$ cat src/rtl/ddr2_line_bridge.sv
// ddr2_line_bridge
//   Bridges 128-bit cache line requests onto a MIG-style DDR2 user interface.
//   Requests are queued in a small FIFO and executed one at a time, in arrival
//   order. Writebacks become one write command plus one single-beat data word.
//   Fills become one read command, and the returned line is reported with a
//   single-cycle ddr2_available pulse.
//
// Ports
//   clk, rstn            : clock (rising edge), asynchronous active-low reset
//   ddr2_enable/read     : cache request strobe and direction (1 = fill)
//   ddr2_addr            : line byte address, bits [3:0] ignored
//   to_ddr2_data         : writeback line, captured with the request
//   ddr2_available       : one-cycle pulse, ddr2_data holds a new fill line
//   ddr2_data            : last fill line, held until the next fill
//   init_calib_complete  : MIG calibration done, nothing is issued before it
//   app_*                : MIG user-interface command / write / read channels
//   busy                 : requests queued or a MIG transaction in flight
//   overflow             : sticky, a request arrived while the FIFO was full
module ddr2_line_bridge #(
  parameter int FIFO_DEPTH = 2
) (
  input  logic         clk,
  input  logic         rstn,
  input  logic         ddr2_enable,
  input  logic         ddr2_read,
  input  logic [26:0]  ddr2_addr,
  input  logic [127:0] to_ddr2_data,
  output logic         ddr2_available,
  output logic [127:0] ddr2_data,
  input  logic         init_calib_complete,
  output logic [26:0]  app_addr,
  output logic [2:0]   app_cmd,
  output logic         app_en,
  input  logic         app_rdy,
  output logic [127:0] app_wdf_data,
  output logic         app_wdf_wren,
  output logic         app_wdf_end,
  output logic [15:0]  app_wdf_mask,
  input  logic         app_wdf_rdy,
  input  logic [127:0] app_rd_data,
  input  logic         app_rd_data_valid,
  output logic         busy,
  output logic         overflow
);

  localparam int PTR_W = (FIFO_DEPTH > 1) ? $clog2(FIFO_DEPTH) : 1;
  localparam logic [PTR_W:0] DEPTH_C = (PTR_W + 1)'(FIFO_DEPTH);

  localparam logic [1:0] S_IDLE    = 2'd0;
  localparam logic [1:0] S_WR      = 2'd1;
  localparam logic [1:0] S_RD_CMD  = 2'd2;
  localparam logic [1:0] S_RD_WAIT = 2'd3;

  localparam logic [2:0] CMD_WRITE = 3'b000;
  localparam logic [2:0] CMD_READ  = 3'b001;

  typedef struct packed {
    logic         rd;
    logic [22:0]  line;
    logic [127:0] data;
  } entry_t;

  // ---------------------------------------------------------------- FIFO
  entry_t           fifo_mem [FIFO_DEPTH];
  logic [PTR_W-1:0] wr_ptr_q, rd_ptr_q;
  logic [PTR_W:0]   count_q, count_d;
  logic             fifo_empty, fifo_full, push, pop;
  entry_t           head;

  logic [1:0]   state_q, state_d;
  logic         app_en_q, app_en_d;
  logic [2:0]   app_cmd_q, app_cmd_d;
  logic [26:0]  app_addr_q, app_addr_d;
  logic [127:0] app_wdf_data_q, app_wdf_data_d;
  logic         app_wdf_wren_q, app_wdf_wren_d;
  logic [127:0] ddr2_data_q, ddr2_data_d;
  logic         avail_q, avail_d;
  logic         busy_q, busy_d;
  logic         overflow_q;

  // Line offset bits carry no information for a whole-line transfer.
  logic unused_addr_bits;
  assign unused_addr_bits = ^ddr2_addr[3:0];

  assign fifo_empty = (count_q == '0);
  assign fifo_full  = (count_q == DEPTH_C);
  assign pop        = (state_q == S_IDLE) && !fifo_empty && init_calib_complete;
  // A full FIFO still accepts a request in the cycle it pops one.
  assign push       = ddr2_enable && (!fifo_full || pop);
  assign head       = fifo_mem[rd_ptr_q];

  always_comb begin
    unique case ({push, pop})
      2'b10:   count_d = count_q + 1'b1;
      2'b01:   count_d = count_q - 1'b1;
      default: count_d = count_q;
    endcase
  end

  // NOTE: storage arrays carry no reset; only the pointers and count define
  // which entries are valid, and leaving the array unreset lets it map to RAM.
  always_ff @(posedge clk) begin
    if (push) fifo_mem[wr_ptr_q] <= '{rd: ddr2_read, line: ddr2_addr[26:4], data: to_ddr2_data};
  end

  // ---------------------------------------------------------------- FSM
  // NOTE: every signal assigned here receives a default first, so no path
  // leaves it unassigned and no latch is inferred.
  always_comb begin
    state_d        = state_q;
    app_en_d       = app_en_q;
    app_cmd_d      = app_cmd_q;
    app_addr_d     = app_addr_q;
    app_wdf_data_d = app_wdf_data_q;
    app_wdf_wren_d = app_wdf_wren_q;
    ddr2_data_d    = ddr2_data_q;
    avail_d        = 1'b0;
    unique case (state_q)
      S_IDLE: begin
        if (pop) begin
          app_addr_d = {head.line, 4'b0000};
          app_en_d   = 1'b1;
          if (head.rd) begin
            app_cmd_d = CMD_READ;
            state_d   = S_RD_CMD;
          end else begin
            app_cmd_d      = CMD_WRITE;
            app_wdf_data_d = head.data;
            app_wdf_wren_d = 1'b1;
            state_d        = S_WR;
          end
        end
      end
      S_WR: begin
        // Command and data channels complete independently, in either order.
        if (app_rdy)     app_en_d       = 1'b0;
        if (app_wdf_rdy) app_wdf_wren_d = 1'b0;
        if (!app_en_d && !app_wdf_wren_d) state_d = S_IDLE;
      end
      S_RD_CMD: begin
        if (app_rdy) begin
          app_en_d = 1'b0;
          state_d  = S_RD_WAIT;
        end
      end
      S_RD_WAIT: begin
        if (app_rd_data_valid) begin
          ddr2_data_d = app_rd_data;
          avail_d     = 1'b1;
          state_d     = S_IDLE;
        end
      end
      default: state_d = S_IDLE;
    endcase
    busy_d = (count_d != '0) || (state_d != S_IDLE);
  end

  // NOTE: state registers use non-blocking assignments so every flop samples
  // the pre-edge values regardless of block evaluation order.
  always_ff @(posedge clk or negedge rstn) begin
    if (!rstn) begin
      wr_ptr_q       <= '0;
      rd_ptr_q       <= '0;
      count_q        <= '0;
      state_q        <= S_IDLE;
      app_en_q       <= 1'b0;
      app_cmd_q      <= '0;
      app_addr_q     <= '0;
      app_wdf_data_q <= '0;
      app_wdf_wren_q <= 1'b0;
      ddr2_data_q    <= '0;
      avail_q        <= 1'b0;
      busy_q         <= 1'b0;
      overflow_q     <= 1'b0;
    end else begin
      if (push) wr_ptr_q <= wr_ptr_q + 1'b1;
      if (pop)  rd_ptr_q <= rd_ptr_q + 1'b1;
      count_q        <= count_d;
      state_q        <= state_d;
      app_en_q       <= app_en_d;
      app_cmd_q      <= app_cmd_d;
      app_addr_q     <= app_addr_d;
      app_wdf_data_q <= app_wdf_data_d;
      app_wdf_wren_q <= app_wdf_wren_d;
      ddr2_data_q    <= ddr2_data_d;
      avail_q        <= avail_d;
      busy_q         <= busy_d;
      if (ddr2_enable && !push) overflow_q <= 1'b1;
    end
  end

  assign app_en         = app_en_q;
  assign app_cmd        = app_cmd_q;
  assign app_addr       = app_addr_q;
  assign app_wdf_data   = app_wdf_data_q;
  assign app_wdf_wren   = app_wdf_wren_q;
  assign app_wdf_end    = app_wdf_wren_q;  // every line is a single data beat
  assign app_wdf_mask   = 16'h0000;
  assign ddr2_data      = ddr2_data_q;
  assign ddr2_available = avail_q;
  assign busy           = busy_q;
  assign overflow       = overflow_q;

endmodule

$ cat config.mk
export PLATFORM = sky130hd
export DESIGN_NAME = ddr2_line_bridge
export DESIGN_NICKNAME = d
export VERILOG_FILES = /design/src/rtl/ddr2_line_bridge.sv
export SDC_FILE = /design/constraint.sdc
export NUM_CORES = 1
export LEC_CHECK = 0
export CORE_MARGIN = 2
export CORE_UTILIZATION = 42
export DETAILED_ROUTE_END_ITERATION = 16
export GPL_TIMING_DRIVEN = 0
export HOLD_SLACK_MARGIN = 0.1
export PLACE_DENSITY_LB_ADDON = 0.15
export SLEW_MARGIN = 5
export SYNTH_ARGS = -nofsm -noshare
export SYNTH_HDL_FRONTEND = slang
export SYNTH_SLANG_ARGS = --single-unit
$ cat constraint.sdc
create_clock -name clk -period 9.72 [get_ports clk]
set_input_delay 0.972 -clock clk [delete_from_list [all_inputs] [get_ports clk]]
set_output_delay 0.972 -clock clk [all_outputs]
set_load 0.1 [all_outputs]
==> run_results.csv <==
group,metric,value,unit
critical_path,r2r-start,"state_q[0]",
sta,setup_violations,0,
placed_design,dp_hpwl,43400,um
cts,htreeDepth,2,
global_route,antenna_found_initial,20,
floorplan,die-area,53300,um2
global_route,grt_pass1_vias,13800,
critical_path,endpoint_kind,"output pin",
route,route.detailed.drc,0,
critical_path,crit_fanout,2,
yosys,ys_async_sr_fraction,48.9,%
sta,worst_slack,6460,ps
cts,root_buffer,"clkbuf_16",
cells_and_area,drive_gt1_share,14.2,%
status,status,"complete, no violations",
sta,worstMarginPinSlew,1230,ps
global_route,grt_max_degree,107,
placed_design,routabilityCongestion,0.866,
critical_path,worstReg2RegEnd,"fifo_mem[1][14]",
yosys,synth_area,21600,um2
critical_path,critical_path_required,8750,ps
sta,final_max_slew_viol_count,0,
cells_and_area,fin_nets,2283,
yosys,synth_seq_cells,595,
critical_path,cp_top_family,"buffers and inverters",
min_path,min_path_type,"input port to async pin",
route,first_iter_violations,612,
floorplan,fp.dieW,231,um
floorplan,core,51100,um2
yosys,synth.distinct_cells,33,
critical_path,crit_arrival,2280,ps
yosys,synth_compound_area_share,4.34,%
cts,post_cts_resized,0,
yosys,syn_area_per_cell,16.4,um2
cts,clk_transition_reported_paths,60,ps
route,postRouteWirelength,59200,um
yosys,postSynthCellCount,1321,
critical_path,r2r_cells,7,
sta,period_needed,3260,ps
yosys,netlist.area_leader.share,42.2,%
yosys,synth_top_family_by_area,"multiplexers",
cts,cts_num_sinks,595,
yosys,synth_xor_area_share,0.0810,%
route,via_count,13100,
critical_path,max_stage_delay,1320,ps
job,drv_cap,0,
sta,hold_violations,0,
yosys,synth_top_area_cell,"edfxtp_1",
route,viasPerCell,4.82,
global_route,globalRouteOverflowTotal,0,
route,drt-pass1-iter-count,6,
cts,cts_tree,"yes",
yosys,synth_area_leaders,"edfxtp_1 (42%), dfrtp_1 (34%), mux2i_1 (7.0%)",
cells_and_area,stdcell_count,2725,
yosys,synth_enable_flop_cells,304,
critical_path,crit_chain,"clkdlybuf4s50_1",
placed_design,pre_cts_ws,6100,ps
cells_and_area,area_delta_synth_final,40.6,%
floorplan,ios,599,
route,wl_per_cell,21.7,um
placed_design,placedCellCount,2605,
sta,skew,16.7,ps
floorplan,initial_core_util,42.3,%
critical_path,cp-start-kind,"register",
sta,fmax,307,MHz
sta,setup_tns,0,ps
cts,hold_buffers,0,
sta,rsz0062_at_grt,"no",
yosys,synth_most_common_cell,"edfxtp_1",
yosys,synth-seq-area-share,75.9,%
yosys,synthTopCellsByCount,"edfxtp_1 (304), dfrtp_1 (291), nand2_1 (154)",
global_route,grt_use_total,22.1,%
cts,insertion_delay,620,ps
placed_design,portBuffers,572,
critical_path,crit_type,"register to output pin",
route,ant_nets,0,
critical_path,worst-path-buf-inv,1,
critical_path,cpMaxStageDelayCell,"clkdlybuf4s50_1",
cts,post_cts_buffers,0,
cts,cts_max_path_buffers,3,
floorplan,die_y,231,um
yosys,synth_fa_ha_area_share,0.289,%
yosys,muxShareOfSynthArea,13.7,%
yosys,yosysWarnings,0,
floorplan,row_count,83,
sta,finalCritPeriodShare,33.5,%
global_route,grt_pass1_wl,86800,um
critical_path,reg2reg_slack,6820,ps
sta,relSlewSlack,17.8,%
yosys,yosys.area_share.simple,2.97,%
cts,cts_made_buffers,60,
yosys,synth_flop_cell,"edfxtp_1",
==> how the worst max path moves through the flow <==
| stage | slack [ps] | start | end | cells after the start |
|---|---|---|---|---|
| global route | 6380 | app_addr[8] | app_addr[8] | 1 |
| CTS | 6390 | app_addr[8] | app_addr[8] | 1 |
| finish | 6460 | app_addr[8] | app_addr[8] | 1 |
| floorplan | 1490 | init_calib_complete | fifo_mem[0][0] | 4 |
| global placement | -6130 | rstn | ddr2_data[118] | 1 |
| detailed placement | 6100 | init_calib_complete | fifo_mem[1][36] | 6 |
==> flip-flops by register name, summed over array words and instances (netlist names) <==
name            cells
count_q             2
state_q             2
busy                1
app_wdf_end         1
app_wdf_data      128
ddr2_available      1
fifo_mem          304
app_en              1
app_cmd             1
wr_ptr_q            1
ddr2_data         128
app_addr           23
rd_ptr_q            1
overflow            1
==> cell type report <==
class                      count  area [um2]
sequential                   595       16400
inverter                       7        26.3
multi-input combinational    651        4720
fill                        4061       20700
antenna                        6        15.0
clock buffer                  78        1620
clock inverter                36         213
timing repair buffer         583        5990
tap                          680         851
buffer                        89         569
==> stage by stage <==
| step | cell area, um2 | hold WS [ps] | util (%) |
|---|---|---|---|
| after floorplan | 21700 | 460 | - |
| after global placement | 28300 | 457 | 55.4 |
| after detailed placement | 28600 | 470 | 55.9 |
| after CTS | 30400 | 223 | 59.5 |
| after global routing | 30400 | 251 | 59.5 |
| final | 30400 | 243 | 59.5 |
==> routing by layer <==
layer / part of all wire [%] / vias up / GRT usage (%)
li1: - / 6075 / -
met1: 35 / 6480 / 23.7
met2: 51 / 420 / 38.4
met3: 9.8 / 137 / 9.24
met4: 4.0 / 26 / 8.85
met5: 0.29 / - / 0
==> placed cells by master (no fill, tap or decap), types with 7 or more instances in the layout <==
cell type and n:
buf_6 16, dfrtp_1 291, inv_1 7, clkbuf_16 61
mux2_2 128, clkinv_2 12, buf_2 17, o21ai_1 20
a21oi_1 7, conb_1 22, nand2_1 154, clkbuf_1 45
buf_4 25, o21ai_0 134, clkinv_1 15, clkdlybuf4s50_1 571
mux2i_1 152, edfxtp_1 304
==> worst reg2reg max path: stages, from the launching register on <==
cell     delay [ps]
dfrtp_1         420
inv_1           140
ha_1            280
nand2_1         170
nand3_1         150
and3_4          670
buf_16          350
buf_16          340
==> cell families after synthesis <==
logic type	count (synthesis)
muxes	280
AOI/OAI and AO/OA	175
other	1
xor gates and xnor gates	2
buffers and inverters	96
and+or+nand+nor	167
DFF	595
adders and majority gates	5
Power is not shown: default switching activity piles up to over one toggle a cycle in this logic, so the estimate is an artifact.
